--- src/rtl/uart_pkg.sv ---
// Shared UART definitions: parity mode constants, transmitter state encoding
// and the parity helper used by both transmit and receive paths.
package uart_pkg;

  localparam int PAR_NONE = 0;
  localparam int PAR_EVEN = 1;
  localparam int PAR_ODD  = 2;

  typedef enum logic [2:0] {
    ST_IDLE   = 3'd0,
    ST_START  = 3'd1,
    ST_DATA   = 3'd2,
    ST_PARITY = 3'd3,
    ST_STOP   = 3'd4
  } tx_state_e;

  // Data is zero-extended to 9 bits, which leaves the XOR unchanged.
  function automatic logic parity_bit(input logic [8:0] data, input logic odd_mode);
    return (^data) ^ odd_mode;
  endfunction

endpackage

--- src/rtl/uart_baud_gen.sv ---
// Bit-period timer: counts 0..CLK_DIV-1 and flags the last clock of each bit.
// A restart pulse realigns the count so every frame starts on a fresh period.
module uart_baud_gen #(
  parameter int CLK_DIV = 16
) (
  input  logic clk_i,
  input  logic rst_ni,
  input  logic restart_i,
  output logic bit_tick_o
);

  localparam int CW = $clog2(CLK_DIV);
  localparam logic [CW-1:0] LAST = CW'(CLK_DIV - 1);

  logic [CW-1:0] cnt_q, cnt_d;

  always_comb begin
    cnt_d = cnt_q;
    if (restart_i) begin
      cnt_d = '0;
    end else if (cnt_q == LAST) begin
      cnt_d = '0;
    end else begin
      cnt_d = cnt_q + {{(CW-1){1'b0}}, 1'b1};
    end
  end

  always_ff @(posedge clk_i or negedge rst_ni) begin
    if (!rst_ni) begin
      cnt_q <= '0;
    end else begin
      cnt_q <= cnt_d;
    end
  end

  assign bit_tick_o = (cnt_q == LAST);

endmodule

--- src/rtl/uart_tx_param.sv ---
// Parametrised UART transmitter: start bit, DATA_BITS LSB first, optional
// parity, 1-2 stop bits; back-to-back frames when tx_valid stays high.
module uart_tx_param
  import uart_pkg::*;
#(
  parameter int CLK_DIV   = 16,
  parameter int DATA_BITS = 8,
  parameter int PARITY    = 0,
  parameter int STOP_BITS = 1
) (
  input  logic                 clk,
  input  logic                 rst,
  input  logic                 tx_valid,
  input  logic [DATA_BITS-1:0] tx_data,
  output logic                 tx_ready,
  output logic                 tx_bit,
  output logic                 busy
);

  if (CLK_DIV < 2 || DATA_BITS < 5 || DATA_BITS > 9 || PARITY < 0 || PARITY > 2 ||
      (STOP_BITS != 1 && STOP_BITS != 2)) begin : g_bad_param
    $fatal(1, "uart_tx_param: illegal parameter value");
  end

  tx_state_e            state_q, state_d;
  logic [DATA_BITS-1:0] shift_q, shift_d;
  logic [3:0]           bit_cnt_q, bit_cnt_d;
  logic                 par_q, par_d;
  logic                 tx_bit_q, tx_bit_d;
  logic                 busy_q, busy_d;
  logic                 bit_tick_s, last_stop_s, ready_s, accept_s;

  uart_baud_gen #(.CLK_DIV(CLK_DIV)) u_baud (
    .clk_i      (clk),
    .rst_ni     (rst),
    .restart_i  (accept_s),
    .bit_tick_o (bit_tick_s)
  );

  assign last_stop_s = (state_q == ST_STOP) && (bit_cnt_q == 4'(STOP_BITS - 1)) && bit_tick_s;
  assign ready_s     = (state_q == ST_IDLE) || last_stop_s;
  assign accept_s    = tx_valid && ready_s;

  always_comb begin
    state_d   = state_q;
    shift_d   = shift_q;
    bit_cnt_d = bit_cnt_q;
    par_d     = par_q;
    tx_bit_d  = tx_bit_q;
    busy_d    = busy_q;
    if (accept_s) begin
      state_d   = ST_START;
      shift_d   = tx_data;
      bit_cnt_d = 4'd0;
      par_d     = parity_bit(9'(tx_data), PARITY == PAR_ODD);
      tx_bit_d  = 1'b0;
      busy_d    = 1'b1;
    end else if (bit_tick_s) begin
      case (state_q)
        ST_START: begin
          state_d   = ST_DATA;
          tx_bit_d  = shift_q[0];
          shift_d   = shift_q >> 1;
          bit_cnt_d = 4'd0;
        end
        ST_DATA: begin
          if (bit_cnt_q == 4'(DATA_BITS - 1)) begin
            bit_cnt_d = 4'd0;
            if (PARITY != PAR_NONE) begin
              state_d  = ST_PARITY;
              tx_bit_d = par_q;
            end else begin
              state_d  = ST_STOP;
              tx_bit_d = 1'b1;
            end
          end else begin
            bit_cnt_d = bit_cnt_q + 4'd1;
            tx_bit_d  = shift_q[0];
            shift_d   = shift_q >> 1;
          end
        end
        ST_PARITY: begin
          state_d   = ST_STOP;
          tx_bit_d  = 1'b1;
          bit_cnt_d = 4'd0;
        end
        ST_STOP: begin
          // Reaching here on the final stop bit means no new word was offered.
          if (bit_cnt_q == 4'(STOP_BITS - 1)) begin
            state_d  = ST_IDLE;
            tx_bit_d = 1'b1;
            busy_d   = 1'b0;
          end else begin
            bit_cnt_d = bit_cnt_q + 4'd1;
          end
        end
        default: begin
          state_d = state_q;
        end
      endcase
    end else begin
      state_d = state_q;
    end
  end

  always_ff @(posedge clk or negedge rst) begin
    if (!rst) begin
      state_q   <= ST_IDLE;
      shift_q   <= '0;
      bit_cnt_q <= 4'd0;
      par_q     <= 1'b0;
      tx_bit_q  <= 1'b1;
      busy_q    <= 1'b0;
    end else begin
      state_q   <= state_d;
      shift_q   <= shift_d;
      bit_cnt_q <= bit_cnt_d;
      par_q     <= par_d;
      tx_bit_q  <= tx_bit_d;
      busy_q    <= busy_d;
    end
  end

  assign tx_ready = ready_s;
  assign tx_bit   = tx_bit_q;
  assign busy     = busy_q;

endmodule

--- config.mk ---
export PLATFORM = sky130hd
export DESIGN_NAME = uart_tx_param
export DESIGN_NICKNAME = d
export VERILOG_FILES = /design/src/rtl/uart_pkg.sv /design/src/rtl/uart_baud_gen.sv /design/src/rtl/uart_tx_param.sv
export SDC_FILE = /design/constraint.sdc
export NUM_CORES = 1
export LEC_CHECK = 0
export BUFFER_PORTS_ARGS = -buffer_cell sky130_fd_sc_hd__buf_2
export CAP_MARGIN = 10
export CORE_MARGIN = 2
export CORE_UTILIZATION = 56
export DETAILED_ROUTE_END_ITERATION = 8
export PLACE_DENSITY = 0.88
export SLEW_MARGIN = 20
export SYNTH_ARGS = -nofsm -noshare
export SYNTH_HDL_FRONTEND = slang
export SYNTH_SLANG_ARGS = --single-unit
--- constraint.sdc ---
create_clock -name clk -period 2.1 [get_ports clk]
set_clock_uncertainty 0.05 [all_clocks]
set_input_delay 0.315 -clock clk [delete_from_list [all_inputs] [get_ports clk]]
set_output_delay 0.315 -clock clk [all_outputs]
set_load 0.01 [all_outputs]
# Word level (Yosys, flattened, before mapping)
# Index checks and enable logic that the tools add are counted.
# word_totals
word_cells	61
inputBits	11
out_inout_bits	3
mem_bits_ro	0
ram_bits	0
latch_bits	0
regBits	21
n_memories	0
# classes
eq_ne	10
reduce_logical	18
n_addsub	2
shift	0
div	0
muxes	25
n_mul	0
bitwise_logic	0
magnitude_cmp	0
# op_table
cell	n
$mux W4	6
$mux W8	3
$pmux W8 S2	1
$mux W3	4
$pmux W3 S4	1
$pmux W4 S3	1
$reduce_and A3 Y1	4
$ne A3 B3 Y1 const B	3
$add A4 B1 Y4 const B	2
$mux W1	8
$eq A3 B2 Y1 const B	2
$reduce_bool A2 Y1	3
$reduce_bool A5 Y1	1
$eq A4 B3 Y1 const B	1
$eq A4 B4 Y1 const B	1
$logic_not A4 Y1	1
$pmux W1 S4	1
$reduce_and A4 Y1	1
$reduce_bool A4 Y1	1
$eq A3 B1 Y1 const B	1
$eq A3 B3 Y1 const B	1
$logic_and A1 B1 Y1	3
$logic_not A3 Y1	1
$ne A3 B2 Y1 const B	1
other kinds (3)	3

# Logic depth before layout (Yosys ltp)
# Gate-level depths: netlist of run 1.
# depth
word_depth	7
depth_mapped	8
depth_no_buf	7

# Cells and area by module
# A second synthesis of run 1 with hierarchy kept.
# unflattened
cells_unflattened	123
hier_area_um2	1237.4
# by_module_without_submodules
module	seq_area_each_um2	instances	cells_per_inst	area_per_inst_um2
uart_tx_param	426.7	1	108	1058.5
uart_baud_gen	100.1	1	15	178.9

# Least setup slack after synthesis of run 1
# No wires, ideal clock.
# synth_timing
kind	flip-flop to flip-flop
startpoint	register u_baud.cnt_q[0]
endpoint	register shift_q[4]
period_less_slack_ns	1.722
stages_incl_launch_ff	9
required_time_ns	1.973
path_slack_ns	0.378
setup_time_ns	0.077
t_arrival_ns	1.594
path_buffers	2
cell_sequence	dfrtp_1 > ha_1 > and3_1 > buf_4 > nand2_2 > a21o_1 > buf_2 > nor2_1 > a21oi_1
# synth_via
elab_chain_cells	6
elab_cells_between_ends	9
classes_between	2 x eq/ne; 1 x mux; 6 x reduce/logical
# synth_rtl
item	line	source
from (decl)	uart_baud_gen.sv:15	logic [CW-1:0] cnt_q, cnt_d;
from (signal assigned)	uart_baud_gen.sv:32	cnt_q <= cnt_d;
$eq A4 B4 Y1 (*)	uart_baud_gen.sv:36	assign bit_tick_o = (cnt_q == LAST);
$logic_and A1 B1 Y1	uart_tx_param.sv:40	assign last_stop_s = (state_q == ST_STOP) && (bit_cnt_q == 4'(STOP_BITS - 1)) && bit_tick_s;
$logic_or A1 B1 Y1	uart_tx_param.sv:41	assign ready_s = (state_q == ST_IDLE) || last_stop_s;
$logic_and A1 B1 Y1	uart_tx_param.sv:42	assign accept_s = tx_valid && ready_s;
$ne A3 B3 Y1 (no line), or another cell as far along	-	
$reduce_and A3 Y1 (no line)	-	
to (signal assigned)	uart_tx_param.sv:116	shift_q <= shift_d;
to (decl)	uart_tx_param.sv:26	logic [DATA_BITS-1:0] shift_q, shift_d;
# Every way passes the cells marked *; elsewhere a longest branch is shown, timed or not.
# A chain may end at the register's enable or synchronous reset.

# Worst setup path after layout of run 1
# layout_timing
startpoint	register bit_cnt_q[0]
endpoint	output port tx_ready
# layout_via
elab_chain_cells	4
# layout_rtl
item	line	source
from (decl)	uart_tx_param.sv:27	logic [3:0] bit_cnt_q, bit_cnt_d;
from (signal assigned)	uart_tx_param.sv:117	bit_cnt_q <= bit_cnt_d;
$logic_not A4 Y1	uart_tx_param.sv:40	
$logic_and A1 B1 Y1 (2 in a row)	uart_tx_param.sv:40	
$logic_or A1 B1 Y1	uart_tx_param.sv:41	
to (decl)	uart_tx_param.sv:15	output logic tx_ready,
# Every way passes these cells.

==> results.json, run 1 <==
{
  "final_common_cell": "dfrtp_1",
  "cts_htree_levels": 1,
  "grt-ovfl-total": 0,
  "wl_per_cell_um": 15.4,
  "hold_class": "input pin to flop",
  "rows": 16,
  "grtUsageTotal": 0.222,
  "synth.distinct_cells": 42,
  "drc": 0,
  "rsz0062_at_grt": "no",
  "cts_max_path_buffers": 2,
  "slew_headroom": 0.671,
  "ctsRootBufferMaster": "clkbuf_4",
  "viasPerCell": 5.94,
  "finalSetupViolCount": 0,
  "intPower_mw": 0.983,
  "grt_pass1_wl_um": 4290,
  "status": "complete, no violations",
  "ys_ff_latch": 21,
  "max_freq_mhz": 500,
  "hold_slack_ps": 153,
  "critPathRequiredTime_ps": 1740,
  "hold_viol_final": 0,
  "start_kind": "flop",
  "yosys_warnings": 0,
  "synth.net_count": 139,
  "setup-tns-final_ps": 0,
  "rrSetupSlack_ps": 200,
  "fill_cells": 160,
  "via_count": 1022,
  "peakVddDrop_uv": 781,
  "first_global_vias": 907,
  "start_util": 0.606,
  "placedCellCount": 163,
  "tightest_slew_ps": 494,
  "avgSynthCellArea_um2": 9.71,
  "clock-sinks": 21,
  "path_max_fanout": 6,
  "seq_power_share": 0.427,
  "dp_hpwl_um": 1780,
  "drv_cap": 0,
  "area_growth_pct": 13.6,
  "pin_count": 14,
  "layout-drive-gt1-share": 0.234,
  "power_switching_mw": 0.743,
  "clock_latency_ps": 310,
  "endpoint_kind": "output pin",
  "period_minus_slack_ps": 2000,
  "layout_worst_path_cycle_share": 0.952,
  "io_buffers": 13,
  "sw_frac_of_total": 0.430,
  "drv_slew": 0,
  "core_area_um2": 2000,
  "leakagePower_nw": 0.627,
  "drt_iter0_drc": 44,
  "pwr-share-comb": 0.458,
  "seq_area_frac_synth": 0.434,
  "ant_nets": 0,
  "clkPwrFrac": 0.115,
  "clk_pin_slew_worst_paths_ps": 130,
  "syn_inst": 125,
  "holdPathStages": 3,
  "worst_r2r_endpoint": "shift_q[2]$_DFFE_PN0P_",
  "worst-endpoint-arrival_ps": 1640,
  "worstReg2RegStart": "bit_cnt_q[0]$_DFFE_PN0P_",
  "reg2reg_depth": 7,
  "antennaDiodeCount": 0,
  "grt_max_degree": 22,
  "finalNonFillerCells": 172,
  "fin_nets": 160,
  "crit_start": "bit_cnt_q[0]$_DFFE_PN0P_",
  "endpoint": "tx_ready",
  "die_w_um": 50.6,
  "cts_tree": "yes",
  "gp_congestion": 0.915,
  "antenna_found_initial": 0,
  "final_cell_mix": "20 x dfrtp_1, 13 x buf_2, 11 x nor2_1, 10 x a21oi_1, 10 x nand2_1",
  "power_density_nw_per_um2": 1250,
  "pre_cts_ws_ps": 163,
  "numCtsBuffers": 3,
  "first_pass_iters": 4,
  "die-area_um2": 2560,
  "wl_um": 2650,
  "power_mw": 1.73,
  "syn_area_um2": 1210,
  "fin_ws_ps": 99.8,
  "path_class": "flop to output pin",
  "dieHeight_um": 50.6
}
## cell usage after synthesis
library cell | number | area [µm²]
nor3_2 | 1 | 10.0
nor2_1 | 11 | 41.3
nor2b_1 | 2 | 12.5
o2111ai_1 | 1 | 8.76
o21ai_0 | 1 | 5.00
o41ai_1 | 1 | 8.76
a31oi_1 | 2 | 12.5
nand3_1 | 9 | 45.0
buf_2 | 4 | 20.0
o22ai_1 | 1 | 6.26
nand2_2 | 2 | 12.5
o21ai_1 | 3 | 15.0
a41oi_4 | 1 | 27.5
a21boi_0 | 1 | 7.51
or3b_4 | 1 | 11.3
nand2_1 | 10 | 37.5
or3_1 | 1 | 6.26
nor3_1 | 4 | 20.0
and3_1 | 1 | 6.26
a22o_1 | 1 | 8.76
buf_4 | 1 | 7.51
and4b_1 | 1 | 10.0
nand3b_1 | 2 | 15.0
dfrtp_1 | 20 | 500
nand2b_1 | 3 | 18.8
xnor2_1 | 1 | 8.76
a21oi_4 | 1 | 16.3
inv_1 | 4 | 15.0
and2_1 | 2 | 12.5
nor3b_4 | 1 | 18.8
a21oi_1 | 10 | 50.1
mux2i_1 | 7 | 70.1
ha_1 | 3 | 37.5
nor2_2 | 1 | 6.26
xor2_1 | 2 | 17.5
a21oi_2 | 1 | 8.76
a21o_1 | 1 | 7.51
o31ai_2 | 1 | 12.5
o31ai_1 | 1 | 7.51
o21bai_1 | 2 | 15.0
dfstp_2 | 1 | 26.3
a32oi_1 | 1 | 8.76
## power by group through the flow
stage,clock (mW),sequential [mW],combinational (mW)
finish,0.199,0.737,0.790
global route,0.217,0.755,0.883
CTS,0.204,0.725,0.775
detailed placement,0,0.734,0.753
global placement,0,0.722,0.713
floorplan,0,0.679,0.610
## per-layer routing
metal,up-vias,wire length [µm],global-route usage
li1,490,-,-
met1,498,1190,0.307
met2,32,1330,0.353
met3,2,116,0.0536
met4,0,14,0.0495
met5,-,0,0
## registers in the layout, summed over array words and instances (netlist names)
| register | count |
|---|---|
| shift_q | 8 |
| bit_cnt_q | 4 |
| u_baud.cnt_q | 4 |
| state_q | 3 |
| busy | 1 |
| tx_bit | 1 |
## critical path: stages (launching register included)
cell      delay (ps)
dfrtp_1          430
inv_1             70
ha_1             140
nor3b_4          210
nand2_2          130
a21boi_1         190
buf_2            150
## per-stage QoR
| stage | util | area, µm² |
|---|---|---|
| floorplan | - | 1210 |
| global placement | 0.653 | 1310 |
| detailed placement | 0.653 | 1310 |
| CTS | 0.675 | 1350 |
| global route | 0.689 | 1380 |
| finish | 0.689 | 1380 |
## timing repair
action,4_1_cts,5_1_grt
resized for setup,0,2
setup buffers,1,3
endpoints found under the hold margin,20,0
hold buffers,1,0
endpoints found under the setup margin,1,1
## kinds of logic (layout without fill, tap and decap cells)
group	Yosys count	count (layout)	synth area share
XOR/XNOR	3	3	0.0217
AND/OR/NAND/NOR	52	52	0.234
buffers and inverters	9	29	0.0351
adder cells (fa/ha/maj)	3	3	0.0309
AO/OA/AOI/OAI	30	30	0.187
flip-flops	21	21	0.434
multiplexers	7	7	0.0577
## worst min path at each step
stage          startpoint                  endpoint  slack, ps
4_1_cts        tx_data[6]    shift_q[6]$_DFFE_PN0P_        150
2_1_floorplan         rst  bit_cnt_q[0]$_DFFE_PN0P_        -30
6_report       tx_data[6]    shift_q[6]$_DFFE_PN0P_        150
3_3_place_gp          rst    state_q[1]$_DFFE_PN0P_        240
3_5_place_dp          rst    state_q[1]$_DFFE_PN0P_        250
5_1_grt        tx_data[6]    shift_q[6]$_DFFE_PN0P_        160
## final cells by class
cell class	instances	area [µm²]	area share
clock buffer	4	26.3	0.0191
inverter	4	15.0	0.0109
multi-input combinational	95	649	0.471
sequential	21	527	0.382
tap	27	33.8	0.0245
timing repair buffer	21	128	0.0926
(Power assumes the default switching activity.)
==> inputs of run 2 (changes only) <==
--- a/config.mk
+++ b/config.mk
@@ -10,6 +10,7 @@
 export CORE_MARGIN = 2
 export CORE_UTILIZATION = 56
 export DETAILED_ROUTE_END_ITERATION = 8
+export GPL_TIMING_DRIVEN = 0
 export PLACE_DENSITY = 0.88
 export SLEW_MARGIN = 20
 export SYNTH_ARGS = -nofsm -noshare
==> results.json, run 2 (synthesized netlist as in run 1, its figures left out) <==
{
  "leakagePower_nw": 0.619,
  "hold_viol_final": 0,
  "clkPwrFrac": 0.112,
  "drv_slew": 0,
  "grt-ovfl-total": 0,
  "cts_htree_levels": 1,
  "path_class": "flop to output pin",
  "wl_um": 2260,
  "pwr-share-comb": 0.476,
  "fin_nets": 159,
  "tightest_slew_ps": 454,
  "grtUsageTotal": 0.213,
  "endpoint_kind": "output pin",
  "cts_tree": "yes",
  "area_growth_pct": 13.3,
  "path_max_fanout": 6,
  "peakVddDrop_uv": 655,
  "hold_class": "input pin to flop",
  "register_area_um2": 527,
  "largestRegisters": "shift_q x8, bit_cnt_q x4, u_baud.cnt_q x4",
  "dpl_cell_area_um2": 1310,
  "power_density_nw_per_um2": 1240,
  "first_global_vias": 922,
  "fin_area_um2": 1380,
  "wl_per_cell_um": 13.2,
  "drv_cap": 0,
  "finalSetupViolCount": 0,
  "final_util": 0.687,
  "die_w_um": 50.6,
  "cts_max_path_buffers": 2,
  "drt_iter0_drc": 18,
  "pin_count": 14,
  "dieHeight_um": 50.6,
  "viasPerCell": 5.68,
  "first_pass_iters": 4,
  "slew_headroom": 0.698,
  "gp_congestion": 0.925,
  "power_switching_mw": 0.705,
  "ctsRootBufferMaster": "clkbuf_4",
  "die-area_um2": 2560,
  "grt_max_degree": 22,
  "sw_frac_of_total": 0.415,
  "final_cell_mix": "20 x dfrtp_1, 17 x buf_2, 11 x nor2_1, 10 x a21oi_1, 10 x nand2_1",
  "antenna_found_initial": 0,
  "dp_hpwl_um": 1650,
  "antennaDiodeCount": 0,
  "rows": 16,
  "intPower_mw": 0.996,
  "core_area_um2": 2000,
  "clock_latency_ps": 300,
  "largest_reg_flops": 8,
  "layout_worst_path_cycle_share": 0.948,
  "max_freq_mhz": 502,
  "grt_pass1_wl_um": 4080,
  "io_buffers": 13,
  "layout-drive-gt1-share": 0.257,
  "seq_power_share": 0.412,
  "final_common_cell": "dfrtp_1",
  "clock-sinks": 21,
  "numCtsBuffers": 3,
  "drc": 0,
  "fill_cells": 162,
  "critPathRequiredTime_ps": 1740,
  "start_kind": "flop",
  "start_util": 0.606,
  "multiInputGateArea_um2": 662,
  "worst-endpoint-arrival_ps": 1630,
  "via_count": 972,
  "clk_pin_slew_worst_paths_ps": 120,
  "regMostFlops": "shift_q",
  "ant_nets": 0,
  "status": "complete, no violations",
  "period_minus_slack_ps": 1990
}
-- run 2: critical path, cell delays in order (launching register included) --
cell and delay, ps:
dfrtp_1 430, ha_4 170, and3_1 150, buf_4 150, nand2_2 120, a21boi_2 170
buf_2 140
-- run 2: final timing paths --
kind	startpoint	end	slack, ps	cells past startpoint
max reg2reg	u_baud.cnt_q[0]$_DFF_PN0_	shift_q[5]$_DFFE_PN0P_	220	8
max in group asynchronous	rst	tx_bit$_DFFE_PN1P_	1240	2
max	u_baud.cnt_q[0]$_DFF_PN0_	tx_ready	110	6
min reg2reg	tx_bit$_DFFE_PN1P_	tx_bit$_DFFE_PN1P_	440	2
min	tx_data[7]	shift_q[7]$_DFFE_PN0P_	160	3
min in group asynchronous	rst	busy$_DFFE_PN0P_	430	2
-- run 2: layer usage --
layer / vias to the layer above / share of wire / track usage
li1: 495 / - / -
met1: 461 / 0.46 / 0.295
met2: 14 / 0.50 / 0.342
met3: 2 / 0.026 / 0.0357
met4: 0 / 0.0093 / 0.0676
met5: - / 0 / 0
-- run 2: power groups by stage --
stage	logic, mW	registers, mW	clock network (mW)
floorplan	0.610	0.679	0
global placement	0.745	0.691	0
detailed placement	0.771	0.700	0
CTS	0.793	0.692	0.200
global route	0.930	0.723	0.220
finish	0.810	0.701	0.191
-- run 2: timing repair --
item,in CTS,in global routing
buffers inserted,1,0
resized for setup,1,4
setup endpoints to repair,1,4
hold endpoints to repair,20,0
hold buffers,1,0
-- run 2: cell type report --
class,instances,share of cell area
well taps,27,0.0246
plain buffers,5,0.0200
clock inverters,1,0.00364
inverters,4,0.0109
clock buffers,3,0.0164
multi-input cells,95,0.481
flip-flops and latches,21,0.383
repair buffers,15,0.0601
-- run 2: through the flow --
stage / setup slack, ps / TNS [ps] / total power [mW] / std cells / hold slack, ps
floorplan: 378 / 0 / 1.29 / 125 / -30.6
global placement: 173 / 0 / 1.44 / 165 / 239
detailed placement: 109 / 0 / 1.47 / 165 / 244
CTS: 35.1 / 0 / 1.68 / 171 / 151
global route: -19.9 / -19.9 / 1.87 / 171 / 165
finish: 109 / 0 / 1.70 / 171 / 157
==> inputs of run 3 (changes only) <==
--- a/config.mk
+++ b/config.mk
@@ -10,7 +10,9 @@
 export CORE_MARGIN = 2
 export CORE_UTILIZATION = 56
 export DETAILED_ROUTE_END_ITERATION = 8
+export GPL_ROUTABILITY_DRIVEN = 0
 export GPL_TIMING_DRIVEN = 0
+export MAX_ROUTING_LAYER = met4
 export PLACE_DENSITY = 0.88
 export SLEW_MARGIN = 20
 export SYNTH_ARGS = -nofsm -noshare
==> results.json, run 3 (synthesized netlist as in run 1, its figures left out) <==
{
  "ctsRootBufferMaster": "clkbuf_4",
  "io_buffers": 13,
  "largestRegisters": "shift_q x8, bit_cnt_q x4, u_baud.cnt_q x4",
  "grt-ovfl-total": 0,
  "max_freq_mhz": 503,
  "dp_hpwl_um": 1650,
  "cts_max_path_buffers": 2,
  "endpoint": "tx_ready",
  "finalSetupViolCount": 0,
  "reg2reg_depth": 8,
  "cts_tree": "yes",
  "dieHeight_um": 50.6,
  "final_common_cell": "dfrtp_1",
  "die_w_um": 50.6,
  "hold_class": "input pin to flop",
  "drc": 0,
  "peakVddDrop_uv": 655,
  "clock_latency_ps": 300,
  "layout_worst_path_cycle_share": 0.946,
  "grtUsageTotal": 0.219,
  "seq_power_share": 0.412,
  "rrSetupSlack_ps": 230,
  "grt_pass1_wl_um": 4080,
  "multiInputGateArea_um2": 662,
  "pin_count": 14,
  "drv_cap": 0,
  "first_global_vias": 921,
  "leakagePower_nw": 0.619,
  "layout-drive-gt1-share": 0.257,
  "start_kind": "flop",
  "pre_cts_ws_ps": 109,
  "area_growth_pct": 13.3,
  "status": "complete, no violations",
  "clk_pin_slew_worst_paths_ps": 120,
  "tightest_slew_ps": 454,
  "core_area_um2": 2000,
  "wl_per_cell_um": 13.2,
  "drt_iter0_drc": 18,
  "power_switching_mw": 0.704,
  "ant_nets": 0,
  "final_cell_mix": "20 x dfrtp_1, 17 x buf_2, 11 x nor2_1, 10 x a21oi_1, 10 x nand2_1",
  "worst-endpoint-arrival_ps": 1620,
  "crit_start": "u_baud.cnt_q[0]$_DFF_PN0_",
  "first_pass_iters": 4,
  "clock-sinks": 21,
  "fin_ws_ps": 113,
  "via_count": 971,
  "grt_max_degree": 22,
  "antenna_found_initial": 0,
  "pwr-share-comb": 0.476,
  "clkPwrFrac": 0.112,
  "drv_slew": 0,
  "power_density_nw_per_um2": 1240,
  "rows": 16,
  "viasPerCell": 5.68,
  "path_max_fanout": 6,
  "critPathRequiredTime_ps": 1740,
  "register_area_um2": 527,
  "fin_nets": 159,
  "power_mw": 1.70,
  "period_minus_slack_ps": 1990,
  "worstReg2RegStart": "u_baud.cnt_q[0]$_DFF_PN0_",
  "intPower_mw": 0.996,
  "sw_frac_of_total": 0.414,
  "hold_viol_final": 0,
  "path_class": "flop to output pin",
  "numCtsBuffers": 3,
  "worst_r2r_endpoint": "shift_q[5]$_DFFE_PN0P_",
  "setup-tns-final_ps": 0,
  "die-area_um2": 2560,
  "cts_htree_levels": 1,
  "fill_cells": 162,
  "start_util": 0.606,
  "largest_reg_flops": 8,
  "slew_headroom": 0.697,
  "wl_um": 2260,
  "antennaDiodeCount": 0,
  "regMostFlops": "shift_q",
  "endpoint_kind": "output pin"
}
-- run 3: cell counts in the layout (fill, tap and decap cells not counted) --
Identical to the previous run, type by type.
-- run 3: worst max-delay path: stages (launching register included) --
cell	delay [ps]
dfrtp_1	430
ha_4	170
and3_1	150
buf_4	150
nand2_2	120
a21boi_2	170
buf_2	140
-- run 3: layer usage --
layer | wire [µm] | share of wire | GRT usage
met1 | 1040 | 0.46 | 0.295
met5 | 0 | 0 | -
met2 | 1130 | 0.50 | 0.342
met3 | 60 | 0.027 | 0.0357
met4 | 23 | 0.010 | 0.0676
-- run 3: stage by stage --
| stage | cell area [µm²] | hold slack, ps | std cells | util |
|---|---|---|---|---|
| after floorplan | 1210 | -30.6 | 125 | - |
| after global placement | 1310 | 239 | 165 | 0.656 |
| after detailed placement | 1310 | 244 | 165 | 0.656 |
| after CTS | 1360 | 151 | 171 | 0.678 |
| after global routing | 1380 | 165 | 171 | 0.687 |
| final | 1380 | 157 | 171 | 0.687 |
-- run 3: worst min path at each step --
| stage | start | to | slack [ps] | cells after the start |
|---|---|---|---|---|
| 5_1_grt | tx_data[6] | shift_q[6]$_DFFE_PN0P_ | 170 | 3 |
| 6_report | tx_data[7] | shift_q[7]$_DFFE_PN0P_ | 160 | 3 |
| 3_5_place_dp | rst | bit_cnt_q[3]$_DFFE_PN0P_ | 240 | 1 |
| 3_3_place_gp | rst | bit_cnt_q[3]$_DFFE_PN0P_ | 240 | 1 |
| 4_1_cts | tx_data[7] | shift_q[7]$_DFFE_PN0P_ | 150 | 3 |
| 2_1_floorplan | rst | bit_cnt_q[0]$_DFFE_PN0P_ | -30 | 0 |
-- run 3: what timing repair did --
item / 4_1_cts / 5_1_grt
pin swaps: 0 / 0
hold endpoints to repair: 20 / 0
setup endpoints to repair: 1 / 4
hold buffers: 1 / 0
cloned: 0 / 0
gates resized for setup: 1 / 4
setup buffers: 1 / 0
-- run 3: power groups by stage --
stage	Sequential (mW)	Clock, mW	Combinational [mW]
after global placement	0.691	0	0.745
after global routing	0.723	0.220	0.930
after floorplan	0.679	0	0.610
after detailed placement	0.700	0	0.771
final	0.701	0.190	0.810
after CTS	0.692	0.200	0.793
-- run 3: area by class of cell --
cell class              count  share of cell area
plain buffers               5              0.0200
multi-input cells          95               0.481
well taps                  27              0.0246
clock inverters             1             0.00364
clock buffers               3              0.0164
repair buffers             15              0.0601
flip-flops and latches     21               0.383
inverters                   4              0.0109
